`config.mk`:
```
export PLATFORM = sky130hd
export DESIGN_NAME = eth_frame_former_v2
export DESIGN_NICKNAME = d
export VERILOG_FILES = /design/src/rtl/eth_frame_former_v2.sv
export SDC_FILE = /design/constraint.sdc
export NUM_CORES = 1
export LEC_CHECK = 0
export BUFFER_PORTS_ARGS = -buffer_cell sky130_fd_sc_hd__buf_2
export CAP_MARGIN = 25
export CORE_MARGIN = 2
export CORE_UTILIZATION = 48
export CTS_BUF_LIST = sky130_fd_sc_hd__clkbuf_8 sky130_fd_sc_hd__clkbuf_16
export CTS_CLUSTER_SIZE = 24
export DETAILED_ROUTE_END_ITERATION = 16
export PLACE_DENSITY = 0.79
export SYNTH_ARGS = -nofsm -noshare
export SYNTH_HDL_FRONTEND = slang
export SYNTH_SLANG_ARGS = --single-unit
```
`constraint.sdc`:
```
create_clock -name ACLK -period 2.1 [get_ports ACLK]
set_input_delay 0.42 -clock ACLK [delete_from_list [all_inputs] [get_ports ACLK]]
set_output_delay 0.42 -clock ACLK [all_outputs]
set_load 0.01 [all_outputs]
```
`src/rtl/eth_frame_former_v2.sv`:
```
// Ethernet frame former: header, FIFO payload, optional zero pad, trailer beat with tlast.
// Optional feature: define FFM_MIN_PAD_EN to pad short frames up to MIN_FRAME header+payload bytes.
module eth_frame_former_v2 #(
  parameter int unsigned DATA_WIDTH = 64,
  parameter int unsigned LEN_WIDTH  = 14,
  parameter logic [23:0] TRAILER    = 24'h005704,
  parameter int unsigned MIN_FRAME  = 60
) (
  input  logic                    ACLK,
  input  logic                    ARESET,
  input  logic                    enable,
  input  logic                    in_empty,
  input  logic [DATA_WIDTH-1:0]   in_data,
  output logic                    in_rd_en,
  output logic [DATA_WIDTH-1:0]   M_AXIS_tdata,
  output logic [DATA_WIDTH/8-1:0] M_AXIS_tkeep,
  output logic                    M_AXIS_tvalid,
  output logic                    M_AXIS_tlast,
  input  logic                    M_AXIS_tready,
  input  logic [47:0]             Destination_Address,
  input  logic [47:0]             Source_Address,
  input  logic [15:0]             Link_Type,
  input  logic [15:0]             SyncWord,
  input  logic [LEN_WIDTH-1:0]    Packet_Size,
  output logic [31:0]             frame_count,
  output logic [15:0]             underrun_cycles,
  output logic [2:0]              FFMState
);

  localparam int unsigned BYTES     = DATA_WIDTH / 8;
  localparam int unsigned HDR_BEATS = 16 / BYTES;
  localparam logic [1:0]  HDR_LAST  = 2'(HDR_BEATS - 1);
  localparam logic [BYTES-1:0]      KEEP_ALL = '1;
  localparam logic [BYTES-1:0]      KEEP_TRL = {{(BYTES-3){1'b0}}, 3'b111};
  localparam logic [DATA_WIDTH-1:0] TRL_DATA = {{(DATA_WIDTH-24){1'b0}}, TRAILER};
`ifdef FFM_MIN_PAD_EN
  localparam logic [LEN_WIDTH-1:0] MIN_BEATS = LEN_WIDTH'((MIN_FRAME - 16 + BYTES - 1) / BYTES);
`endif

  typedef enum logic [2:0] {
    S_IDLE    = 3'd0,
    S_HDR     = 3'd1,
    S_PAYLOAD = 3'd2,
`ifdef FFM_MIN_PAD_EN
    S_PAD     = 3'd3,
`endif
    S_TRAILER = 3'd4
  } state_e;

  state_e                 state_q, state_d;
  logic [127:0]           hdr_q, hdr_d;
  logic [LEN_WIDTH-1:0]   len_q, len_d;
  logic [LEN_WIDTH-1:0]   pay_cnt_q, pay_cnt_d;
  logic [1:0]             hdr_idx_q, hdr_idx_d;
`ifdef FFM_MIN_PAD_EN
  logic [LEN_WIDTH-1:0]   pad_q, pad_d;
  logic [LEN_WIDTH-1:0]   pad_cnt_q, pad_cnt_d;
`endif
  logic [DATA_WIDTH-1:0]  tdata_q, tdata_d;
  logic [BYTES-1:0]       tkeep_q, tkeep_d;
  logic                   tvalid_q, tvalid_d;
  logic                   tlast_q, tlast_d;
  logic [31:0]            frame_cnt_q, frame_cnt_d;
  logic [15:0]            underrun_q, underrun_d;

  logic                   adv;
  logic [127:0]           hdr_sh;
  state_e                 after_body;

  assign adv = !tvalid_q || M_AXIS_tready;
  assign in_rd_en = (state_q == S_PAYLOAD) && adv && !in_empty;

  always_comb begin
    state_d     = state_q;
    hdr_d       = hdr_q;
    len_d       = len_q;
    pay_cnt_d   = pay_cnt_q;
    hdr_idx_d   = hdr_idx_q;
`ifdef FFM_MIN_PAD_EN
    pad_d       = pad_q;
    pad_cnt_d   = pad_cnt_q;
    after_body  = (pad_q != '0) ? S_PAD : S_TRAILER;
`else
    after_body  = S_TRAILER;
`endif
    tdata_d     = tdata_q;
    tkeep_d     = tkeep_q;
    tvalid_d    = tvalid_q;
    tlast_d     = tlast_q;
    frame_cnt_d = frame_cnt_q;
    underrun_d  = underrun_q;
    hdr_sh      = hdr_q >> (32'(hdr_idx_q) * DATA_WIDTH);

    case (state_q)
      S_IDLE: begin
        if (enable && !in_empty && adv) begin
          hdr_d     = {SyncWord, Link_Type, Source_Address, Destination_Address};
          len_d     = Packet_Size;
`ifdef FFM_MIN_PAD_EN
          pad_d     = (Packet_Size >= MIN_BEATS) ? '0 : MIN_BEATS - Packet_Size;
          pad_cnt_d = '0;
`endif
          pay_cnt_d = '0;
          hdr_idx_d = 2'd1;
          tdata_d   = hdr_d[DATA_WIDTH-1:0];
          tkeep_d   = KEEP_ALL;
          tvalid_d  = 1'b1;
          tlast_d   = 1'b0;
          state_d   = S_HDR;
        end
      end
      S_HDR: begin
        if (adv) begin
          tdata_d   = hdr_sh[DATA_WIDTH-1:0];
          tkeep_d   = KEEP_ALL;
          tvalid_d  = 1'b1;
          hdr_idx_d = hdr_idx_q + 2'd1;
          if (hdr_idx_q == HDR_LAST) state_d = (len_q != '0) ? S_PAYLOAD : after_body;
        end
      end
      S_PAYLOAD: begin
        if (adv) begin
          if (!in_empty) begin
            tdata_d   = in_data;
            tkeep_d   = KEEP_ALL;
            tvalid_d  = 1'b1;
            pay_cnt_d = pay_cnt_q + 1'b1;
            if (pay_cnt_d == len_q) state_d = after_body;
          end else begin
            tvalid_d = 1'b0;
            if (underrun_q != '1) underrun_d = underrun_q + 16'd1;
          end
        end
      end
`ifdef FFM_MIN_PAD_EN
      S_PAD: begin
        if (adv) begin
          tdata_d   = '0;
          tkeep_d   = KEEP_ALL;
          tvalid_d  = 1'b1;
          pad_cnt_d = pad_cnt_q + 1'b1;
          if (pad_cnt_d == pad_q) state_d = S_TRAILER;
        end
      end
`endif
      S_TRAILER: begin
        // tlast_q marks the trailer as already loaded and awaiting its handshake
        if (tlast_q) begin
          if (M_AXIS_tready) begin
            tvalid_d    = 1'b0;
            tlast_d     = 1'b0;
            frame_cnt_d = frame_cnt_q + 32'd1;
            state_d     = S_IDLE;
          end
        end else if (adv) begin
          tdata_d  = TRL_DATA;
          tkeep_d  = KEEP_TRL;
          tvalid_d = 1'b1;
          tlast_d  = 1'b1;
        end
      end
      default: state_d = S_IDLE;
    endcase
  end

  always_ff @(posedge ACLK) begin
    if (ARESET) begin
      state_q     <= S_IDLE;
      hdr_q       <= '0;
      len_q       <= '0;
      pay_cnt_q   <= '0;
      hdr_idx_q   <= '0;
`ifdef FFM_MIN_PAD_EN
      pad_q       <= '0;
      pad_cnt_q   <= '0;
`endif
      tdata_q     <= '0;
      tkeep_q     <= '0;
      tvalid_q    <= 1'b0;
      tlast_q     <= 1'b0;
      frame_cnt_q <= '0;
      underrun_q  <= '0;
    end else begin
      state_q     <= state_d;
      hdr_q       <= hdr_d;
      len_q       <= len_d;
      pay_cnt_q   <= pay_cnt_d;
      hdr_idx_q   <= hdr_idx_d;
`ifdef FFM_MIN_PAD_EN
      pad_q       <= pad_d;
      pad_cnt_q   <= pad_cnt_d;
`endif
      tdata_q     <= tdata_d;
      tkeep_q     <= tkeep_d;
      tvalid_q    <= tvalid_d;
      tlast_q     <= tlast_d;
      frame_cnt_q <= frame_cnt_d;
      underrun_q  <= underrun_d;
    end
  end

  assign M_AXIS_tdata    = tdata_q;
  assign M_AXIS_tkeep    = tkeep_q;
  assign M_AXIS_tvalid   = tvalid_q;
  assign M_AXIS_tlast    = tlast_q;
  assign frame_count     = frame_cnt_q;
  assign underrun_cycles = underrun_q;
  assign FFMState        = state_q;

endmodule
```
==> flow_metrics.py <==
metrics = {
    "synth": {
        "synth_warnings": 0,
        "yosys_most_used_dff": "dfxtp_1",
        "synth-edff-count": 0,
        "seq_area_frac_synth": 0.4556,
        "async_flop_share": 0,
        "ys_ff_latch": 277,
        "synth_nets": 1679,
        "synthCells": 1464,
        "synth.cell_area_sq_um": 12170,
        "synth.distinct_cells": 57,
        "syn_area_per_cell_sq_um": 8.314,
    },
    "sta": {
        "setup_ws_ns": 0.04807,
        "hold_slack_ns": 0.1050,
        "fin_crit_ns": 2.052,
        "rsz0062_at_grt": "true",
        "max_slew.worst_pin.slew_ns": 0.5150,
        "hold_violations": 0,
        "setup_viol": 0,
        "skew_ns": 0.009235,
        "slew_violations": 0,
        "fin_crit_sh": 0.9771,
        "setup_tns_ns": 0,
        "timing.slew.headroom": 0.6560,
        "fmax_mhz": 487.3,
    },
    "setup_path": {
        "slowest_delay_ns": 0.33,
        "cp.buffers_inverters": 2,
        "crit_chain": "nor2b_4 > nor2_1 > nand2_2 > clkinv_2 > buf_2",
        "ff2ff_path_depth": 9,
        "critPathKind": "register to output pin",
        "cp.arrival_ns": 1.63,
        "path_depth": 5,
        "endpoint_kind": "output pin",
        "rr_startpoint": "pay_cnt_q[1]",
        "startpoint": "M_AXIS_tvalid",
        "cp_top_family": "simple AND/OR/NAND/NOR gates",
        "regToRegSetupSlack_ns": 0.08,
        "endpoint": "in_rd_en",
        "worstSetupStartpointType": "register",
        "worstPathMaxFanout": 7,
        "critPathSlowestCell": "dfxtp_2",
        "required_ns": 1.68,
        "rr_endpoint": "FFMState[2]",
    },
    "flow_run": {
        "drv_cap": 0,
    },
    "status": {
        "status": "finished, final reports clean",
    },
    "placement": {
        "gp_congestion": 0.8968,
        "hpwlAfterDp_mm": 25.05,
        "portBuffers": 336,
        "place_inst": 2083,
        "post-place-ws_ns": -0.05484,
    },
    "finish": {
        "seqCellArea_sq_um": 5565,
        "fin_nets": 2004,
        "instances_no_fill": 2144,
        "area_delta_synth_final_pct": 28.66,
        "drive_above_1_share": 0.3145,
        "fill_cells": 2158,
        "multi_input_area_sq_um": 6264,
    },
    "route": {
        "vias": 12110,
        "viasPerCell": 5.648,
        "ant_nets": 0,
        "wl_per_cell_um": 17.28,
        "routed_wl_mm": 37.05,
        "drc": 0,
        "drt_iter0_markers": 1265,
        "drt-pass1-iter-count": 7,
    },
    "floorplan": {
        "die_h_um": 163.2,
        "io_pins": 337,
        "die_w_um": 163.2,
        "core-area_sq_um": 25040,
        "rows": 58,
        "fp.dieArea_sq_um": 26650,
        "initial_core_util": 0.4862,
    },
    "grt": {
        "grt_usage": 0.2637,
        "antenna_found_initial": 7,
        "grt-ovfl-total": 0,
        "grt_max_degree": 68,
        "grt_pass1_vias": 11450,
        "grt_pass1_wl_mm": 57.64,
    },
    "clocking": {
        "clock_latency_ns": 0.55,
        "cts_root_buf": "clkbuf_16",
        "cts.sinks": 277,
        "ctsHoldBuffers": 0,
        "cts_max_path_buffers": 3,
        "path_clk_slew_ns": 0.06,
        "cts_max_level": 1,
        "cts_tree": "yes",
        "cts_buffers": 30,
    },
    "power": {
        "power_leakage_uw": 0.006581,
        "power_density_nw_per_um2": 1103,
        "irDropWorstVdd_mv": 1.010,
    },
    "worst_hold_path": {
        "hp-start": "Source_Address[47]",
        "hold_class": "input port to register",
    },
}
==> what timing repair did <==
item,4_1_cts,5_1_grt
gates resized for setup,6,34
setup buffers,1,2
cloned,0,1
pin swaps,1,10
endpoints found under the hold margin,0,0
endpoints found under the setup margin,2,49
==> sequential cells by signal (all words and copies together), names as in the netlist, 3 cells and up <==
register and flops:
len_q 14, pay_cnt_q 14, underrun_cycles 16, M_AXIS_tdata 64, hdr_q 128, frame_count 32, FFMState 3
==> worst min-delay path, delay by kind of cell <==
| kind | cells | cell delay, ns |
|---|---|---|
| AOI/OAI and AO/OA | 1 | 0.05 |
| and+or+nand+nor | 1 | 0.05 |
| buffers and inverters | 1 | 0.09 |
==> how the worst min path moves through the flow <==
stage          slack (ns)         end  cells after the start
6_report             0.10   hdr_q[95]                      3
3_5_place_dp         0.44   hdr_q[60]                      2
2_1_floorplan        0.43  hdr_q[100]                      2
5_1_grt              0.09   hdr_q[78]                      3
3_3_place_gp         0.44   hdr_q[93]                      2
4_1_cts              0.08  hdr_q[105]                      3
==> placed cells by master, fill, tap and decap left out, drive strengths merged, types with 27 or more instances in the layout <==
cell type | netlist | layout
clkbuf | 91 | 39
xor2 | 38 | 38
mux2 | 65 | 65
a21oi | 167 | 167
dfxtp | 277 | 277
nand3 | 27 | 27
nor2 | 149 | 149
a222oi | 58 | 58
buf | 27 | 409
nand2 | 330 | 330
a211oi | 62 | 62
==> per-layer routing <==
layer / part of all wire / GRT usage / wire length (um) / vias up
met5: 0.00057 / 0 / 21 / -
met2: 0.48 / 0.4534 / 17850 / 506
li1: - / - / - / 5823
met1: 0.41 / 0.3287 / 15240 / 5699
met3: 0.080 / 0.05383 / 2949 / 78
met4: 0.026 / 0.09010 / 979 / 4
==> cell families after synthesis <==
kind of cell | Yosys count | synth area share
multiplexers | 70 | 0.06425
buffers and inverters | 128 | 0.04338
AO/OA/AOI/OAI | 340 | 0.1869
flip-flops | 277 | 0.4556
XOR/XNOR | 60 | 0.04317
AND/OR/NAND/NOR | 585 | 0.2026
adder cells (fa/ha/maj) | 4 | 0.004112
==> through the flow <==
stage	utilization	cell area [sq um]	total power [uW]
finish	0.6255	15660	17270
global route	0.6255	15660	18240
CTS	0.6195	15510	17290
detailed placement	0.5810	14550	12250
global placement	0.5810	14550	12100
floorplan	-	12170	10110
==> area by class of cell <==
| class | instances | area share |
|---|---|---|
| multi-input combinational | 1060 | 0.4000 |
| inverter | 10 | 0.002477 |
| tap | 330 | 0.02637 |
| clock buffer | 38 | 0.05569 |
| sequential | 277 | 0.3554 |
| antenna | 5 | 0.0007990 |
| clock inverter | 14 | 0.004474 |
| timing repair buffer | 410 | 0.1548 |
==> power breakdown <==
group | internal, uW | leakage (uW) | switching [uW] | total, uW
clock network | 2890 | 0.000495 | 2140 | 5030
logic | 2250 | 0.00382 | 3350 | 5600
registers | 6150 | 0.00226 | 500 | 6650
total | 11300 | 0.00658 | 5990 | 17300
==> synthesized netlist by cell type (all sizes together), types with 2 or more instances <==
master | n | share of area
nand2 | 330 | 0.10
dfxtp | 277 | 0.46
a21oi | 167 | 0.069
nor2 | 149 | 0.046
clkbuf | 91 | 0.028
mux2 | 65 | 0.060
a211oi | 62 | 0.039
a222oi | 58 | 0.048
xor2 | 38 | 0.027
buf | 27 | 0.012
nand3 | 27 | 0.012
xnor2 | 22 | 0.016
o21ai | 20 | 0.0082
nor3 | 16 | 0.0074
nand4 | 14 | 0.0072
a311oi | 9 | 0.0079
inv | 9 | 0.0028
nor4 | 8 | 0.0041
or3 | 8 | 0.0042
and3 | 7 | 0.0040
a221oi | 6 | 0.0043
a31oi | 6 | 0.0031
and2 | 6 | 0.0031
and4 | 6 | 0.0043
mux2i | 5 | 0.0041
ha | 4 | 0.0041
nand2b | 4 | 0.0021
nor2b | 3 | 0.0015
a22oi | 2 | 0.0012
(Power assumes the default switching activity.)
